[src/rtl/lsu_pkg.sv]
// Shared encodings for the load/store unit: FSM states, RV32I load/store funct3 codes,
// and the request legality check (funct3 and alignment; the range check lives in the top).
package lsu_pkg;

  typedef enum logic [2:0] {
    S_IDLE,
    S_RD_REQ,
    S_RD_DATA,
    S_WR,
    S_RESP
  } state_t;

  localparam logic [2:0] F3_B  = 3'b000;
  localparam logic [2:0] F3_H  = 3'b001;
  localparam logic [2:0] F3_W  = 3'b010;
  localparam logic [2:0] F3_BU = 3'b100;
  localparam logic [2:0] F3_HU = 3'b101;

  localparam int WORD_SHIFT = 2;

  // Unsigned variants only exist for loads, so they are illegal on a store.
  function automatic logic req_bad(input logic we, input logic [2:0] funct3, input logic [1:0] lane);
    logic bad;
    case (funct3)
      F3_B:    bad = 1'b0;
      F3_H:    bad = lane[0];
      F3_W:    bad = |lane;
      F3_BU:   bad = we;
      F3_HU:   bad = we | lane[0];
      default: bad = 1'b1;
    endcase
    return bad;
  endfunction

endpackage

[src/rtl/lsu_if.sv]
// Request/response and data-memory signals of the load/store unit.
// slave is the LSU itself; master is the core plus memory around it.
interface lsu_if;
  logic        req_valid;
  logic        req_ready;
  logic        req_we;
  logic [2:0]  req_funct3;
  logic [31:0] req_addr;
  logic [31:0] req_wdata;
  logic        resp_valid;
  logic [31:0] resp_rdata;
  logic        resp_err;
  logic        mem_trig;
  logic        mem_read;
  logic        mem_write;
  logic [31:0] mem_addr;
  logic [31:0] mem_wdata;
  logic [31:0] mem_rdata;

  modport slave (
    input  req_valid, req_we, req_funct3, req_addr, req_wdata, mem_rdata,
    output req_ready, resp_valid, resp_rdata, resp_err,
    output mem_trig, mem_read, mem_write, mem_addr, mem_wdata
  );

  modport master (
    output req_valid, req_we, req_funct3, req_addr, req_wdata, mem_rdata,
    input  req_ready, resp_valid, resp_rdata, resp_err,
    input  mem_trig, mem_read, mem_write, mem_addr, mem_wdata
  );
endinterface

[src/rtl/lsu_align.sv]
// Byte-lane datapath: extends a loaded lane and merges a sub-word store into the old word.
// Purely combinational; the caller guarantees alignment.
module lsu_align
  import lsu_pkg::*;
(
  input  logic [31:0] rdata,
  input  logic [1:0]  lane,
  input  logic [2:0]  funct3,
  input  logic [31:0] wdata,
  output logic [31:0] load_data,
  output logic [31:0] store_word
);

  logic [4:0]  sh;
  logic [15:0] low;

  assign sh  = {lane, 3'b000};
  assign low = 16'(rdata >> sh);

  always_comb begin
    load_data = '0;
    case (funct3)
      F3_B:    load_data = {{24{low[7]}}, low[7:0]};
      F3_H:    load_data = {{16{low[15]}}, low};
      F3_W:    load_data = rdata;
      F3_BU:   load_data = {24'h0, low[7:0]};
      F3_HU:   load_data = {16'h0, low};
      default: load_data = '0;
    endcase
  end

  // Halfword lanes are 0 or 2 here, so the same shift covers bytes and halfwords.
  always_comb begin
    store_word = rdata;
    case (funct3)
      F3_B:    store_word = (rdata & ~(32'h0000_00ff << sh)) | ({24'h0, wdata[7:0]} << sh);
      F3_H:    store_word = (rdata & ~(32'h0000_ffff << sh)) | ({16'h0, wdata[15:0]} << sh);
      F3_W:    store_word = wdata;
      default: store_word = rdata;
    endcase
  end

endmodule

[src/rtl/load_store_unit.sv]
// Data-memory initiator: one load/store at a time, sub-word stores by read-modify-write.
// All request-side and memory-side outputs are registered.
//
// state     | meaning
// S_IDLE    | ready for a request
// S_RD_REQ  | read strobe to memory
// S_RD_DATA | memory word arrives; extend for loads, merge for SB/SH
// S_WR      | write strobe with full word
// S_RESP    | one-cycle response pulse
module load_store_unit
  import lsu_pkg::*;
#(
  parameter int WIDTH       = 32,
  parameter int MEM_WORDS   = 512,
  parameter int RANGE_CHECK = 1
) (
  input logic  clk,
  input logic  reset,
  lsu_if.slave bus
);

  localparam logic [33:0] ADDR_LIMIT = 34'(MEM_WORDS) << WORD_SHIFT;

  state_t           state;
  logic             we_q;
  logic [2:0]       f3_q;
  logic [1:0]       lane_q;
  logic [WIDTH-1:0] wdata_q;
  logic             resp_valid_q;
  logic [WIDTH-1:0] resp_rdata_q;
  logic             resp_err_q;
  logic             mem_trig_q;
  logic             mem_read_q;
  logic             mem_write_q;
  logic [31:0]      mem_addr_q;
  logic [WIDTH-1:0] mem_wdata_q;

  logic             range_err;
  logic             accept_err;
  logic [31:0]      load_data;
  logic [31:0]      store_word;

  assign range_err  = (RANGE_CHECK != 0) && ({2'b00, bus.req_addr} >= ADDR_LIMIT);
  assign accept_err = req_bad(bus.req_we, bus.req_funct3, bus.req_addr[1:0]) | range_err;

  lsu_align u_align (
    .rdata      (bus.mem_rdata),
    .lane       (lane_q),
    .funct3     (f3_q),
    .wdata      (wdata_q),
    .load_data  (load_data),
    .store_word (store_word)
  );

  always_ff @(posedge clk) begin
    if (reset) begin
      state        <= S_IDLE;
      we_q         <= 1'b0;
      f3_q         <= '0;
      lane_q       <= '0;
      wdata_q      <= '0;
      resp_valid_q <= 1'b0;
      resp_rdata_q <= '0;
      resp_err_q   <= 1'b0;
      mem_trig_q   <= 1'b0;
      mem_read_q   <= 1'b0;
      mem_write_q  <= 1'b0;
      mem_addr_q   <= '0;
      mem_wdata_q  <= '0;
    end else begin
      resp_valid_q <= 1'b0;
      mem_trig_q   <= 1'b0;
      mem_read_q   <= 1'b0;
      mem_write_q  <= 1'b0;
      case (state)
        S_IDLE: begin
          if (bus.req_valid) begin
            we_q         <= bus.req_we;
            f3_q         <= bus.req_funct3;
            lane_q       <= bus.req_addr[1:0];
            wdata_q      <= bus.req_wdata;
            resp_rdata_q <= '0;
            resp_err_q   <= accept_err;
            if (accept_err) begin
              resp_valid_q <= 1'b1;
              state        <= S_RESP;
            end else if (bus.req_we && bus.req_funct3 == F3_W) begin
              mem_trig_q  <= 1'b1;
              mem_write_q <= 1'b1;
              mem_addr_q  <= bus.req_addr >> WORD_SHIFT;
              mem_wdata_q <= bus.req_wdata;
              state       <= S_WR;
            end else begin
              mem_trig_q <= 1'b1;
              mem_read_q <= 1'b1;
              mem_addr_q <= bus.req_addr >> WORD_SHIFT;
              state      <= S_RD_REQ;
            end
          end
        end
        S_RD_REQ: state <= S_RD_DATA;
        S_RD_DATA: begin
          if (we_q) begin
            mem_trig_q  <= 1'b1;
            mem_write_q <= 1'b1;
            mem_wdata_q <= store_word;
            state       <= S_WR;
          end else begin
            resp_rdata_q <= load_data;
            resp_valid_q <= 1'b1;
            state        <= S_RESP;
          end
        end
        S_WR: begin
          resp_valid_q <= 1'b1;
          state        <= S_RESP;
        end
        S_RESP:  state <= S_IDLE;
        default: state <= S_IDLE;
      endcase
    end
  end

  assign bus.req_ready  = (state == S_IDLE);
  assign bus.resp_valid = resp_valid_q;
  assign bus.resp_rdata = resp_rdata_q;
  assign bus.resp_err   = resp_err_q;
  assign bus.mem_trig   = mem_trig_q;
  assign bus.mem_read   = mem_read_q;
  assign bus.mem_write  = mem_write_q;
  assign bus.mem_addr   = mem_addr_q;
  assign bus.mem_wdata  = mem_wdata_q;

endmodule

[src/flat_wrapper.sv]
// flat-port wrapper written by rule: the top's interface ports become plain ports
module load_store_unit_flat import lsu_pkg::*;
#(
  parameter int WIDTH       = 32,
  parameter int MEM_WORDS   = 512,
  parameter int RANGE_CHECK = 1
)
  (clk, reset, bus_req_valid, bus_req_we, bus_req_funct3, bus_req_addr, bus_req_wdata, bus_mem_rdata, bus_req_ready, bus_resp_valid, bus_resp_rdata, bus_resp_err, bus_mem_trig, bus_mem_read, bus_mem_write, bus_mem_addr, bus_mem_wdata);
  lsu_if bus_i ();
  input logic clk;
  input logic reset;
  input wire logic [$bits(bus_i.req_valid)-1:0] bus_req_valid;
  input wire logic [$bits(bus_i.req_we)-1:0] bus_req_we;
  input wire logic [$bits(bus_i.req_funct3)-1:0] bus_req_funct3;
  input wire logic [$bits(bus_i.req_addr)-1:0] bus_req_addr;
  input wire logic [$bits(bus_i.req_wdata)-1:0] bus_req_wdata;
  input wire logic [$bits(bus_i.mem_rdata)-1:0] bus_mem_rdata;
  output wire logic [$bits(bus_i.req_ready)-1:0] bus_req_ready;
  output wire logic [$bits(bus_i.resp_valid)-1:0] bus_resp_valid;
  output wire logic [$bits(bus_i.resp_rdata)-1:0] bus_resp_rdata;
  output wire logic [$bits(bus_i.resp_err)-1:0] bus_resp_err;
  output wire logic [$bits(bus_i.mem_trig)-1:0] bus_mem_trig;
  output wire logic [$bits(bus_i.mem_read)-1:0] bus_mem_read;
  output wire logic [$bits(bus_i.mem_write)-1:0] bus_mem_write;
  output wire logic [$bits(bus_i.mem_addr)-1:0] bus_mem_addr;
  output wire logic [$bits(bus_i.mem_wdata)-1:0] bus_mem_wdata;
  assign bus_i.req_valid = bus_req_valid;
  assign bus_i.req_we = bus_req_we;
  assign bus_i.req_funct3 = bus_req_funct3;
  assign bus_i.req_addr = bus_req_addr;
  assign bus_i.req_wdata = bus_req_wdata;
  assign bus_i.mem_rdata = bus_mem_rdata;
  assign bus_req_ready = bus_i.req_ready;
  assign bus_resp_valid = bus_i.resp_valid;
  assign bus_resp_rdata = bus_i.resp_rdata;
  assign bus_resp_err = bus_i.resp_err;
  assign bus_mem_trig = bus_i.mem_trig;
  assign bus_mem_read = bus_i.mem_read;
  assign bus_mem_write = bus_i.mem_write;
  assign bus_mem_addr = bus_i.mem_addr;
  assign bus_mem_wdata = bus_i.mem_wdata;
  load_store_unit #(.WIDTH(WIDTH), .MEM_WORDS(MEM_WORDS), .RANGE_CHECK(RANGE_CHECK)) u_core (.clk(clk), .reset(reset), .bus(bus_i));
endmodule
[config.mk]
export PLATFORM = sky130hd
export DESIGN_NAME = load_store_unit_flat
export DESIGN_NICKNAME = d
export VERILOG_FILES = /design/src/rtl/lsu_pkg.sv /design/src/rtl/lsu_if.sv /design/src/rtl/lsu_align.sv /design/src/rtl/load_store_unit.sv /design/src/flat_wrapper.sv
export SDC_FILE = /design/constraint.sdc
export NUM_CORES = 1
export LEC_CHECK = 0
export ABC_CLOCK_PERIOD_IN_PS = 3000
export BUFFER_PORTS_ARGS = -buffer_cell sky130_fd_sc_hd__buf_2
export CORE_MARGIN = 10
export CORE_UTILIZATION = 52
export CTS_CLUSTER_SIZE = 8
export DETAILED_ROUTE_END_ITERATION = 16
export HOLD_SLACK_MARGIN = 0.02
export PLACE_DENSITY = 0.8
export SETUP_SLACK_MARGIN = 0.05
export SKIP_LAST_GASP = 1
export SLEW_MARGIN = 10
export SYNTH_ARGS = -nofsm -noshare
export SYNTH_HDL_FRONTEND = slang
export SYNTH_SLANG_ARGS = --single-unit
[constraint.sdc]
create_clock -name clk -period 3 [get_ports clk]
set_input_delay 0.6 -clock clk [delete_from_list [all_inputs] [get_ports clk]]
set_output_delay 0.6 -clock clk [all_outputs]
set_load 0.005 [all_outputs]
==> flow_metrics.tcl <==
set metrics [dict create \
    yosysWarnings 0 \
    endpoint_kind "register" \
    synthAdderAreaFrac_pct 0.728 \
    grt_overflow 0 \
    period_minus_slack_ns 2.67 \
    grt_pass1_vias 6681 \
    cts_made_buffers 17 \
    coreArea_sq_um 12800 \
    clockRootBuffer "clkbuf_16" \
    grtUsageTotal_pct 25.3 \
    final_nets 1035 \
    slowest_stage "o311ai_1" \
    insertion_delay_ns 0.42 \
    viasPerCell 6.31 \
    die-area_sq_um 18200 \
    worst-setup-path-type "register to register" \
    drc 0 \
    n_fill_cell 1064 \
    gp_congestion 0.924 \
    utilization_pct 67.6 \
    synth_top_family_by_area "compound AO/OA/AOI/OAI gates" \
    final.setup_skew_ns 0.00615 \
    die_y_um 135 \
    cts_tree "done" \
    netlist_area_sq_um 6870 \
    power_density_nw_per_um2 541 \
    slowest_delay_ns 0.92 \
    min_path_type "input pin to register" \
    synth_compound_area_share_pct 26.5 \
    wl_per_cell_um 21.6 \
    synth_top_area_share_pct 40.8 \
    finalHoldViolations 0 \
    htreeDepth 4 \
    start_util_pct 53.8 \
    fin_ws_ns 0.335 \
    synth_commonest_cells "dfxtp_1 (140), nand2_1 (88), clkbuf_1 (57)" \
    final_layout_size_suffix_gt1_share_pct 29.5 \
    ir_worst_vdd_mv 0.372 \
    grt_max_degree 112 \
    setup_viol 0 \
    clockBufferDepth 2 \
    drtIter0Drc 813 \
    synth_ff_type "dfxtp_1" \
    fmax_ghz 0.375 \
    rsz0062_at_grt "false" \
    run_status "completed" \
    ys_seq_area_share_pct 40.8 \
    pre_cts_ws_ns 0.259 \
    p_leak_nw 3.65 \
    drtPass1Iterations 6 \
    area_growth_syn_to_layout_pct 25.6 \
    synth.top_cells.by_area "dfxtp_1 (41%), nand2_1 (4.8%), a221oi_1 (4.1%), a21oi_1 (3.5%), clkbuf_1 (3.1%)" \
    post-dp-hpwl_um 17400 \
    ctsHoldBuffers 0 \
    rows 41 \
    vias 7030 \
    grt_pass1_wl_um 37100 \
    synth_cell_types 56 \
    clk_pin_slew_ns 0.06 \
    synth_edf_count 0 \
    ys_async_sr_fraction_pct 0 \
    start_kind "register" \
    drt_wl_total_um 24100 \
    required_ns 3.31 \
    fin_tns_setup_ns 0 \
    synthMuxAreaShare_pct 5.86 \
    fin_crit_sh_pct 88.8 \
    antenna_found_initial 2 \
    critPathArrivalTime_ns 2.98 \
    post-cts-setup-buffer-count 0 \
    maxCapViolations 0 \
    io_buffers 202 \
    ios 205 \
    synth_xor_area_share_pct 0 \
    cts_sinks 140 \
    fp.dieW_um 135 \
    ctsResizeCount 0 \
    ys_seq_elements 140 \
    slew_headroom_pct 22.8 \
    critPathMaxFanout 10 \
    cp_cell_sequence "inv_1 > ha_1 > o311ai_1 > a221oi_1 > o41ai_1" \
    avgSynthCellArea_sq_um 9.06 \
    postRouteAntennaNets 0 \
    yosysMostFrequentCell "dfxtp_1" \
    max_slew.worst_pin.slew_ns 1.14 \
    syn_inst 759 \
    synth-simple-area-share_pct 21.2 \
    yosysTopAreaCell "dfxtp_1" \
    slew_violations 0 \
]
## cells by family (layout without fill, tap and decap cells)
family,after synthesis,count (layout)
other cells,1,3
compound gates,233,233
buf+inv,82,263
simple gates,270,270
fa+ha+maj,4,4
flops,140,140
mux,29,29
## final timing paths
path,from,to,slack [ns],depth (start not counted)
hold reg to reg,u_core.bus.resp_rdata[7],u_core.bus.resp_rdata[7],0.46,2
setup reg to reg,u_core.lane_q[1],u_core.bus.mem_wdata[13],0.33,5
hold / removal,bus_req_wdata[1],u_core.wdata_q[1],0.43,3
setup / recovery,u_core.lane_q[1],u_core.bus.mem_wdata[13],0.33,5
## per-layer routing
layer  wire length (um)  vias up  share of wire, %  global-route usage [%]
met5                  7        -             0.029                       0
met4                714        2               3.0                    9.63
met3               3110       61                13                    9.76
met2              10900      436                45                    39.1
met1               9390     3318                39                    31.3
li1                   -     3213                 -                       -
## where the power goes
| part | switching (mW) | total (mW) | internal [mW] | leakage [nW] |
|---|---|---|---|---|
| clock network | 0.822 | 2.21 | 1.39 | 0.299 |
| logic | 0.319 | 0.509 | 0.191 | 2.21 |
| registers | 0.0520 | 1.95 | 1.90 | 1.13 |
## flip-flops by register name, summed over array words and instances (netlist names)
name and flops:
u_core.bus.resp_rdata 32, u_core.bus.resp_err 1, u_core.bus.mem_wdata 32, u_core.f3_q 3, u_core.bus.mem_trig 1, u_core.lane_q 2, u_core.bus.resp_valid 1, u_core.we_q 1
u_core.bus.mem_read 1, u_core.wdata_q 32, u_core.bus.mem_addr 30, u_core.state 3, u_core.bus.mem_write 1
## cell type report
type                       instances  area (sq um)  share of cell area, %
multi-input combinational        538          3770                   43.6
tap                              172           215                   2.49
timing repair buffer             226          1210                   14.0
inverter                           5          18.8                  0.217
sequential                       140          2800                   32.5
clock inverter                    15           198                   2.29
clock buffer                      17           425                   4.93
antenna                            1          2.50                 0.0290
## layout by cell type, fill, tap and decap left out, types with 3 or more instances in the layout
| cell type | netlist | final |
|---|---|---|
| o41ai_1 | 24 | 24 |
| o21ai_0 | 3 | 3 |
| a22oi_1 | 7 | 7 |
| dfxtp_1 | 140 | 140 |
| nor3_1 | 8 | 8 |
| nand3_1 | 8 | 8 |
| a311o_1 | 8 | 8 |
| o2bb2ai_1 | 14 | 14 |
| clkinv_2 | 0 | 4 |
| nand2b_1 | 30 | 30 |
| buf_2 | 6 | 201 |
| nor2_1 | 45 | 45 |
| a221oi_1 | 32 | 32 |
| nor2b_1 | 30 | 30 |
| a221o_1 | 16 | 16 |
| nor4b_2 | 4 | 4 |
| nand3b_1 | 15 | 15 |
| bufinv_16 | 0 | 4 |
| o211ai_1 | 10 | 10 |
| clkinv_4 | 0 | 3 |
| nor3b_1 | 22 | 21 |
| clkinvlp_4 | 0 | 3 |
| inv_1 | 4 | 4 |
| nor4_1 | 7 | 6 |
| mux2i_1 | 20 | 20 |
| o311ai_0 | 24 | 24 |
| ha_1 | 4 | 4 |
| buf_4 | 3 | 24 |
| mux4_2 | 9 | 9 |
| a2111oi_0 | 4 | 4 |
| a21o_1 | 16 | 16 |
| a211oi_1 | 9 | 9 |
| nand2_1 | 88 | 88 |
| a22o_1 | 8 | 8 |
| a21oi_1 | 48 | 48 |
| clkbuf_16 | 0 | 17 |
## worst max-delay path: cells and delay by family (launching register included)
kind | cells | cell delay [ns]
AO/OA/AOI/OAI | 3 | 1.61
flip-flops | 1 | 0.53
adder cells (fa/ha/maj) | 1 | 0.22
buffers and inverters | 1 | 0.19
## per-stage QoR
stage / power [mW] / area (sq um) / hold slack (ns) / cells
detailed placement: 2.48 / 8000 / 0.446 / 1081
global route: 4.80 / 8630 / 0.421 / 1114
CTS: 4.67 / 8630 / 0.412 / 1113
global placement: 2.47 / 8000 / 0.440 / 1081
floorplan: 2.26 / 6880 / 0.436 / 760
finish: 4.67 / 8630 / 0.426 / 1114
No activity file was read; power rests on OpenSTA's default activity.
